$ cat config.mk
export PLATFORM = sky130hd
export DESIGN_NAME = seq_digit_player_flat
export DESIGN_NICKNAME = d
export VERILOG_FILES = /design/src/rtl/seq_digit_player_if.sv /design/src/rtl/seq_digit_player.sv /design/src/flat_wrapper.sv
export SDC_FILE = /design/constraint.sdc
export NUM_CORES = 1
export LEC_CHECK = 0
export ABC_AREA = 1
export CORE_AREA = 10 10 47 49
export CTS_CLUSTER_DIAMETER = 150
export DETAILED_ROUTE_END_ITERATION = 10
export DIE_AREA = 0 0 57 59
export PLACE_DENSITY = 0.55
export SLEW_MARGIN = 0
export SYNTH_ARGS = -nofsm -noshare
export SYNTH_HDL_FRONTEND = slang
export SYNTH_SLANG_ARGS = --single-unit
$ cat constraint.sdc
create_clock -name clk -period 1.4 [get_ports clk]
set_clock_uncertainty 0.1 [all_clocks]
set_input_delay 0.28 -clock clk [delete_from_list [all_inputs] [get_ports clk]]
set_output_delay 0.28 -clock clk [all_outputs]
set_load 0.01 [all_outputs]
$ cat src/rtl/seq_digit_player_if.sv
// seq_digit_player_if
//   Control and display bus of the sequence player.
//   master : drives en/oneshot/restart/dir, observes digit/index/wrap/done
//   slave  : the player itself
//   en      - advance prescaler/sequence when high
//   oneshot - 1 = stop at end of table, 0 = loop
//   restart - synchronous return to start position
//   dir     - 0 = forward, 1 = reverse
//   digit   - table entry at current index
//   index   - current table index
//   wrap    - one-cycle pulse when the loop wraps
//   done    - one-shot playback finished (sticky)
interface seq_digit_player_if #(
  parameter int WIDTH = 4,
  parameter int DEPTH = 8
);
  localparam int IW = (DEPTH > 1) ? $clog2(DEPTH) : 1;

  logic             en;
  logic             oneshot;
  logic             restart;
  logic             dir;
  logic [WIDTH-1:0] digit;
  logic [IW-1:0]    index;
  logic             wrap;
  logic             done;

  modport master (
    output en, oneshot, restart, dir,
    input  digit, index, wrap, done
  );

  modport slave (
    input  en, oneshot, restart, dir,
    output digit, index, wrap, done
  );
endinterface

$ cat src/rtl/seq_digit_player.sv
// seq_digit_player
//   Steps through a compile-time table of DEPTH digits (WIDTH bits each)
//   and presents the current entry on the display bus. Enable, step
//   prescaler (DIV enabled cycles per step), loop/one-shot modes and a
//   synchronous restart are supported.
//   Optional feature macro: SEQ_PLAYER_REVERSE_EN -- when defined the dir
//   input selects reverse playback; otherwise dir is ignored and only the
//   forward stepping logic is built.
// Ports
//   clk   - clock, all state updates on rising edge
//   reset - synchronous, active-high reset
//   bus   - seq_digit_player_if.slave (en, oneshot, restart, dir in;
//           digit, index, wrap, done out)
module seq_digit_player #(
  parameter int                     WIDTH = 4,
  parameter int                     DEPTH = 8,
  parameter int                     DIV   = 1,
  parameter logic [DEPTH*WIDTH-1:0] SEQ   = {4'd5, 4'd1, 4'd6, 4'd0,
                                             4'd4, 4'd0, 4'd0, 4'd2}
) (
  input  logic                clk,
  input  logic                reset,
  seq_digit_player_if.slave   bus
);
  localparam int IW = (DEPTH > 1) ? $clog2(DEPTH) : 1;
  localparam int PW = (DIV > 1) ? $clog2(DIV) : 1;
  localparam logic [IW-1:0] IDX_MAX = IW'(DEPTH - 1);
  localparam logic [PW-1:0] PC_LAST = PW'(DIV - 1);

  logic [IW-1:0]    r_index;
  logic [PW-1:0]    r_pc;
  logic             r_done;
  logic             r_wrap;

  logic [IW-1:0]    w_start;
  logic [IW-1:0]    w_last;
  logic [IW-1:0]    w_next;
  logic [WIDTH-1:0] w_tab [DEPTH];

  // Start/last positions and the neighbour index for the effective
  // direction. w_next is only used when r_index != w_last, so it never
  // leaves 0..DEPTH-1 even for non-power-of-two DEPTH.
`ifdef SEQ_PLAYER_REVERSE_EN
  always_comb begin
    w_start = bus.dir ? IDX_MAX : '0;
    w_last  = bus.dir ? '0 : IDX_MAX;
    w_next  = bus.dir ? (r_index - 1'b1) : (r_index + 1'b1);
  end
`else
  logic w_unused_dir;
  assign w_unused_dir = bus.dir;
  always_comb begin
    w_start = '0;
    w_last  = IDX_MAX;
    w_next  = r_index + 1'b1;
  end
`endif

  always_ff @(posedge clk) begin
    if (reset) begin
      // reset always restarts forward from entry 0
      r_index <= '0;
      r_pc    <= '0;
      r_done  <= 1'b0;
      r_wrap  <= 1'b0;
    end else if (bus.restart) begin
      r_index <= w_start;
      r_pc    <= '0;
      r_done  <= 1'b0;
      r_wrap  <= 1'b0;
    end else begin
      r_wrap <= 1'b0;
      if (bus.en && !r_done) begin
        if (r_pc != PC_LAST) begin
          r_pc <= r_pc + 1'b1;
        end else begin
          r_pc <= '0;
          if (r_index != w_last) begin
            r_index <= w_next;
          end else if (!bus.oneshot) begin
            r_index <= w_start;
            r_wrap  <= 1'b1;
          end else begin
            // park on the last entry; it has already been shown a full period
            r_done  <= 1'b1;
          end
        end
      end
    end
  end

  for (genvar g = 0; g < DEPTH; g++) begin : g_tab
    assign w_tab[g] = SEQ[g*WIDTH +: WIDTH];
  end

  assign bus.digit = w_tab[r_index];
  assign bus.index = r_index;
  assign bus.wrap  = r_wrap;
  assign bus.done  = r_done;
endmodule

$ cat src/flat_wrapper.sv
// flat-port wrapper written by rule: the top's interface ports become plain ports
module seq_digit_player_flat 
#(
  parameter int                     WIDTH = 4,
  parameter int                     DEPTH = 8,
  parameter int                     DIV   = 1,
  parameter logic [DEPTH*WIDTH-1:0] SEQ   = {4'd5, 4'd1, 4'd6, 4'd0,
                                             4'd4, 4'd0, 4'd0, 4'd2}
)
  (clk, reset, bus_en, bus_oneshot, bus_restart, bus_dir, bus_digit, bus_index, bus_wrap, bus_done);
  seq_digit_player_if #(.WIDTH(WIDTH), .DEPTH(DEPTH)) bus_i ();
  input  logic clk;
  input  logic reset;
  input wire logic [$bits(bus_i.en)-1:0] bus_en;
  input wire logic [$bits(bus_i.oneshot)-1:0] bus_oneshot;
  input wire logic [$bits(bus_i.restart)-1:0] bus_restart;
  input wire logic [$bits(bus_i.dir)-1:0] bus_dir;
  output wire logic [$bits(bus_i.digit)-1:0] bus_digit;
  output wire logic [$bits(bus_i.index)-1:0] bus_index;
  output wire logic [$bits(bus_i.wrap)-1:0] bus_wrap;
  output wire logic [$bits(bus_i.done)-1:0] bus_done;
  assign bus_i.en = bus_en;
  assign bus_i.oneshot = bus_oneshot;
  assign bus_i.restart = bus_restart;
  assign bus_i.dir = bus_dir;
  assign bus_digit = bus_i.digit;
  assign bus_index = bus_i.index;
  assign bus_wrap = bus_i.wrap;
  assign bus_done = bus_i.done;
  seq_digit_player #(.WIDTH(WIDTH), .DEPTH(DEPTH), .DIV(DIV), .SEQ(SEQ)) u_core (.clk(clk), .reset(reset), .bus(bus_i));
endmodule
==> impl_metrics.yaml, run 1 <==
setup_path:
  slowest_delay_ns: 0.37
  crit_path_start_kind: "flop"
  critPathMaxFanout: 3
  critPathLaunch: "u_core.bus.index[1]$_SDFFE_PP0P_"
  crit_chain: "inv_4 > ha_2 > mux2_4 > buf_6"
  r2r_start: "u_core.bus.index[0]$_SDFFE_PP0P_"
  slowest_stage: "dfxtp_4"
  cp.required_ns: 1.02
  critPathArrivalTime_ns: 1.19
  critPathKind: "reg2out"
  crit_path_end_kind: "output pin"
die:
  dieArea_um2: 3360
  die_y_um: 59
  core_um2: 1400
  start_util_pct: 24.1
  core.rowCount: 14
  io_pins: 15
  die_x_um: 57
synthesis:
  ys.flop_type: "dfxtp_1"
  synth_cell_types: 16
  ys_ff_latch: 5
  async_reset_ff_share_pct: 0
  synth_common_cells: "inv_1, nand2_1, dfxtp_1, ha_1, nor2_1"
  synth_top_area_cell: "dfxtp_1"
  synth_top_area_share_pct: 29.6
  synth_edf_count: 0
  syn_inst: 44
  seq_area_frac_synth_pct: 29.6
  synthTopCellsByArea: "dfxtp_1, ha_1, inv_1, nand2_1, a21oi_1"
  syn_nets: 55
  syn_avg_cell_area_um2: 7.68
  yosysWarnings: 0
  netlist_area_um2: 338
pwr:
  seqPwrFrac_pct: 35.7
  swShare_pct: 26.5
  vdd_drop_max_mv: 0.371
  total_power_uw: 417
  power_frac_comb_pct: 23.3
  power_switching_uw: 110
  clock_power_share_pct: 41.0
  internal_power_uw: 307
  power_leakage_uw: 0.000328
  powerDensity_nw_per_um2: 613
routing:
  drc: 0
  drt-pass1-iter-count: 1
  routed_wl_um: 960
  drt_iter0_markers: 0
  wl_per_cell_um: 11.0
  num_vias: 369
  ant_nets: 0
  vias_per_cell: 4.24
grt:
  grt_pass1_vias: 361
  grt_pass1_wl_um: 1500
  antenna_found_initial: 0
  track_usage_pct: 5.85
  grt_overflow: 0
  grt_max_degree: 7
final_layout:
  drive_gt1_share_pct: 59.2
  num_antenna_cells: 0
  area_growth_pct: 101
  fin_util_pct: 48.6
  fill_cells: 149
  nNetsFinal: 83
  fin_cells: 87
sta:
  final_max_slew_viol_count: 0
  timing.setup.tns_ns: -0.262
  max_freq_mhz: 638
  final_hold_viol_count: 0
  period_needed_ns: 1.57
  fin_ws_ns: -0.168
  period_share_pct: 112
  finalSetupViolations: 2
  rsz0062_at_grt: "yes"
cts:
  cts_sinks: 5
  worstSkewPairLatency_ns: 0.24
  clkSlewWorstSetupHoldPaths_ns: 0.05
  cts_max_level: 1
  cts-buffers-inserted: 3
  cts_tree: "built"
  clockRootBuffer: "clkbuf_4"
  clockBufferDepth: 2
placed_design:
  port_buffers: 12
  hpwl_um: 696
  gp_congestion: 0.784
  placed_cells: 78
status:
  run_status: "complete, but fails checks"
  violations: "setup timing"
hold_path:
  worstHoldStart: "u_core.bus.done$_SDFFE_PP0P_"
  hp-class: "reg2reg"
run:
  drv_cap: 0
==> kinds of logic (layout without fill, tap and decap cells) <==
family | Yosys count | count (layout) | share of synthesized area, %
AO/OA/AOI/OAI | 5 | 5 | 8.52
adder cells (fa/ha/maj) | 5 | 5 | 18.5
buffers and inverters | 8 | 35 | 10.0
flip-flops | 5 | 5 | 29.6
multiplexers | 1 | 1 | 3.33
other | 1 | 1 | 1.11
AND/OR/NAND/NOR | 19 | 19 | 28.9
==> sequential cells by signal, indices dropped and copies added, names as in the netlist <==
register	cells
u_core.bus.index	3
u_core.bus.done	1
u_core.bus.wrap	1
==> layout by cell type, fill, tap and decap left out, types with 2 or more instances in the layout <==
cell,n
dfxtp_4,2
dlygate4sd2_1,3
buf_4,8
a21oi_1,4
inv_1,2
ha_4,4
nand2_4,2
nand2_1,4
clkbuf_4,3
clkdlybuf4s50_1,4
nor2_1,4
nand2_2,2
dfxtp_1,2
inv_2,4
buf_6,6
nand3_1,2
==> metal layers <==
layer,routed length (um),track usage [%],share of wire [%],up-vias
met3,65,3.86,6.8,2
met2,502,9.77,52,9
met4,8,4.03,0.83,0
met1,383,5.02,40,166
li1,-,-,-,192
met5,0,0,0,-
==> final timing paths <==
check	end	slack, ns	depth (start not counted)
worst max-delay path	bus_digit[1]	-0.17	4
worst min-delay path	u_core.bus.index[0]$_SDFFE_PP0P_	0.53	4
worst max register to register	u_core.bus.index[2]$_SDFFE_PP0P_	0	7
worst min register to register	u_core.bus.index[0]$_SDFFE_PP0P_	0.53	4
==> power groups by stage <==
stage / Clock, uW / Combinational [uW] / Sequential [uW]
after floorplan: 0 / 32.5 / 155
after global placement: 0 / 75.9 / 152
after detailed placement: 0 / 77.2 / 152
after CTS: 177 / 84.1 / 150
after global routing: 196 / 106 / 149
final: 171 / 97.1 / 149
==> area by class of cell <==
| cell class | count | area, um^2 | share of cell area, % |
|---|---|---|---|
| Multi-Input combinational cell | 31 | 283 | 41.5 |
| Tap cell | 16 | 20.0 | 2.94 |
| Timing Repair Buffer | 24 | 214 | 31.4 |
| Clock buffer | 4 | 26.3 | 3.86 |
| Inverter | 7 | 28.8 | 4.23 |
| Sequential cell | 5 | 109 | 16.0 |
==> stage by stage <==
stage	cell area [um^2]	setup slack [ns]	hold WS [ns]
final	681	-0.168	0.526
after global routing	681	-0.217	0.549
after CTS	599	-0.205	0.506
after detailed placement	523	-0.337	0.521
after global placement	523	-0.310	0.510
after floorplan	338	0.0458	0.249
==> repair_timing <==
action,4_1_cts,5_1_grt
hold endpoints to repair,0,0
buffers inserted,4,1
setup endpoints to repair,11,8
resized for setup,28,24
hold buffers,0,0
pin swaps,3,6
==> worst max-delay path: cells and delay by family (launching register included) <==
kind	cells	cell delay, ns
fa+ha+maj	1	0.16
buf+inv	2	0.17
flops	1	0.37
mux	1	0.25
Power figures use the tool's default switching activity.
==> run 2: changes to the inputs <==
--- a/config.mk
+++ b/config.mk
@@ -6,10 +6,10 @@
 export NUM_CORES = 1
 export LEC_CHECK = 0
 export ABC_AREA = 1
-export CORE_AREA = 10 10 47 49
+export CORE_AREA = 3 3 40 42
 export CTS_CLUSTER_DIAMETER = 150
 export DETAILED_ROUTE_END_ITERATION = 10
-export DIE_AREA = 0 0 57 59
+export DIE_AREA = 0 0 43 45
 export PLACE_DENSITY = 0.55
 export SLEW_MARGIN = 0
 export SYNTH_ARGS = -nofsm -noshare
==> impl_metrics.yaml, run 2 (same netlist as run 1, synthesis figures left out) <==
pwr:
  power_switching_uw: 106
  clock_power_share_pct: 43.4
  total_power_uw: 406
  swShare_pct: 26.1
  internal_power_uw: 300
  power_frac_comb_pct: 19.8
  vdd_drop_max_mv: 0.511
  powerDensity_nw_per_um2: 698
  power_leakage_uw: 0.000295
  seqPwrFrac_pct: 36.9
die:
  io_pins: 15
  core.rowCount: 13
  dieArea_um2: 1940
  start_util_pct: 26.3
  die_x_um: 43
  die_y_um: 45
  core_um2: 1280
routing:
  drc: 0
  num_vias: 345
  drt_iter0_markers: 0
  routed_wl_um: 777
  drt-pass1-iter-count: 1
  wl_per_cell_um: 9.36
  vias_per_cell: 4.16
  ant_nets: 0
grt:
  grt_max_degree: 7
  use_met1_pct: 11.3
  grt_overflow: 0
  use_met3_pct: 4.78
  grt_pass1_vias: 321
  grt_most_used_layer: "met2"
  met2_usage_pct: 16.5
  grt_pass1_wl_um: 1410
  track_usage_pct: 10.5
  antenna_found_initial: 0
final_layout:
  fill_cells: 146
  nNetsFinal: 80
  largest_register_ffs: 3
  final_cell_mix: "buf_4, nand2_1, nor2_1"
  area_growth_pct: 72.2
  fin_area_um2: 582
  num_antenna_cells: 0
  drive_gt1_share_pct: 44.1
  final_common_cell: "buf_4"
  seq_area_um2: 106
  fin_util_pct: 45.3
  multi_input_area_um2: 220
placed_design:
  post_dp_cell_area_um2: 537
  place_ws_ns: -0.325
  port_buffers: 12
  hpwl_um: 624
  gp_congestion: 0.748
setup_path:
  crit_path_start_kind: "flop"
  crit_path_end_kind: "output pin"
  slowest_delay_ns: 0.35
  critPathKind: "reg2out"
  crit_chain: "inv_2 > ha_2 > mux2_4 > buf_6"
  critPathMaxFanout: 4
  slowest_stage: "dfxtp_2"
  critPathArrivalTime_ns: 1.19
  cp.required_ns: 1.02
run:
  drv_cap: 0
cts:
  cts_sinks: 5
  cts_max_level: 1
  clockBufferDepth: 2
  postCtsSetupBuffers: 0
  cts_tree: "built"
  hold_buffers: 0
  worstSkewPairLatency_ns: 0.25
  cts-buffers-inserted: 3
  clkSlewWorstSetupHoldPaths_ns: 0.05
  clockRootBuffer: "clkbuf_4"
sta:
  timing.setup.tns_ns: -0.222
  fin_ws_ns: -0.165
  period_needed_ns: 1.57
  max_freq_mhz: 639
  finalSetupViolations: 2
  final_hold_viol_count: 0
  rsz0062_at_grt: "yes"
  final_max_slew_viol_count: 0
  period_share_pct: 112
hold_path:
  hp-class: "reg2reg"
status:
  run_status: "complete, but fails checks"
  violations: "setup timing"
## run 2: cell types whose count changed in the layout (fill, tap and decap cells not counted), sizes merged
cell           delta
clkbuf            -1
clkdlybuf4s15     +1
dlygate4sd2       +1
buf               -4
## run 2: repair_timing
item / CTS / global route
endpoints found under the setup margin: 11 / 6
pin swaps: 1 / 1
resized for setup: 23 / 7
## run 2: layout make-up
type,count,share of cell area (%)
Multi-Input combinational cell,31,37.8
Timing Repair Buffer,21,31.6
Sequential cell,5,18.3
Clock buffer,4,4.52
Inverter,7,4.52
Tap cell,15,3.23
## run 2: layer usage
metal / vias up / part of all wire (%)
li1: 186 / -
met1: 143 / 44
met2: 14 / 44
met3: 2 / 8.4
met4: 0 / 3.0
met5: - / 0
## run 2: worst max-delay path, delay by kind of cell (launching register included)
family	cells	cell delay, ns
DFF	1	0.35
adders and majority gates	1	0.15
buffers and inverters	2	0.16
muxes	1	0.27
## run 2: power groups by stage
stage | Clock [uW] | Sequential, uW | Combinational (uW)
finish | 176 | 150 | 80.2
global route | 194 | 150 | 89.5
CTS | 187 | 149 | 77.7
detailed placement | 0 | 152 | 79.7
global placement | 0 | 152 | 79.0
floorplan | 0 | 155 | 32.5
## run 2: worst paths after layout
check	start	slack (ns)	depth (start not counted)	to
max	u_core.bus.index[0]$_SDFFE_PP0P_	-0.17	4	bus_digit[1]
min	u_core.bus.index[1]$_SDFFE_PP0P_	0.50	3	u_core.bus.index[1]$_SDFFE_PP0P_
max reg2reg	u_core.bus.index[0]$_SDFFE_PP0P_	0.03	6	u_core.bus.index[2]$_SDFFE_PP0P_
min reg2reg	u_core.bus.index[1]$_SDFFE_PP0P_	0.50	3	u_core.bus.index[1]$_SDFFE_PP0P_
## run 2: stage by stage
| step | std cells | hold slack, ns |
|---|---|---|
| 2_1_floorplan | 44 | 0.249 |
| 3_3_place_gp | 79 | 0.509 |
| 3_5_place_dp | 79 | 0.514 |
| 4_1_cts | 83 | 0.495 |
| 5_1_grt | 83 | 0.552 |
| 6_report | 83 | 0.499 |
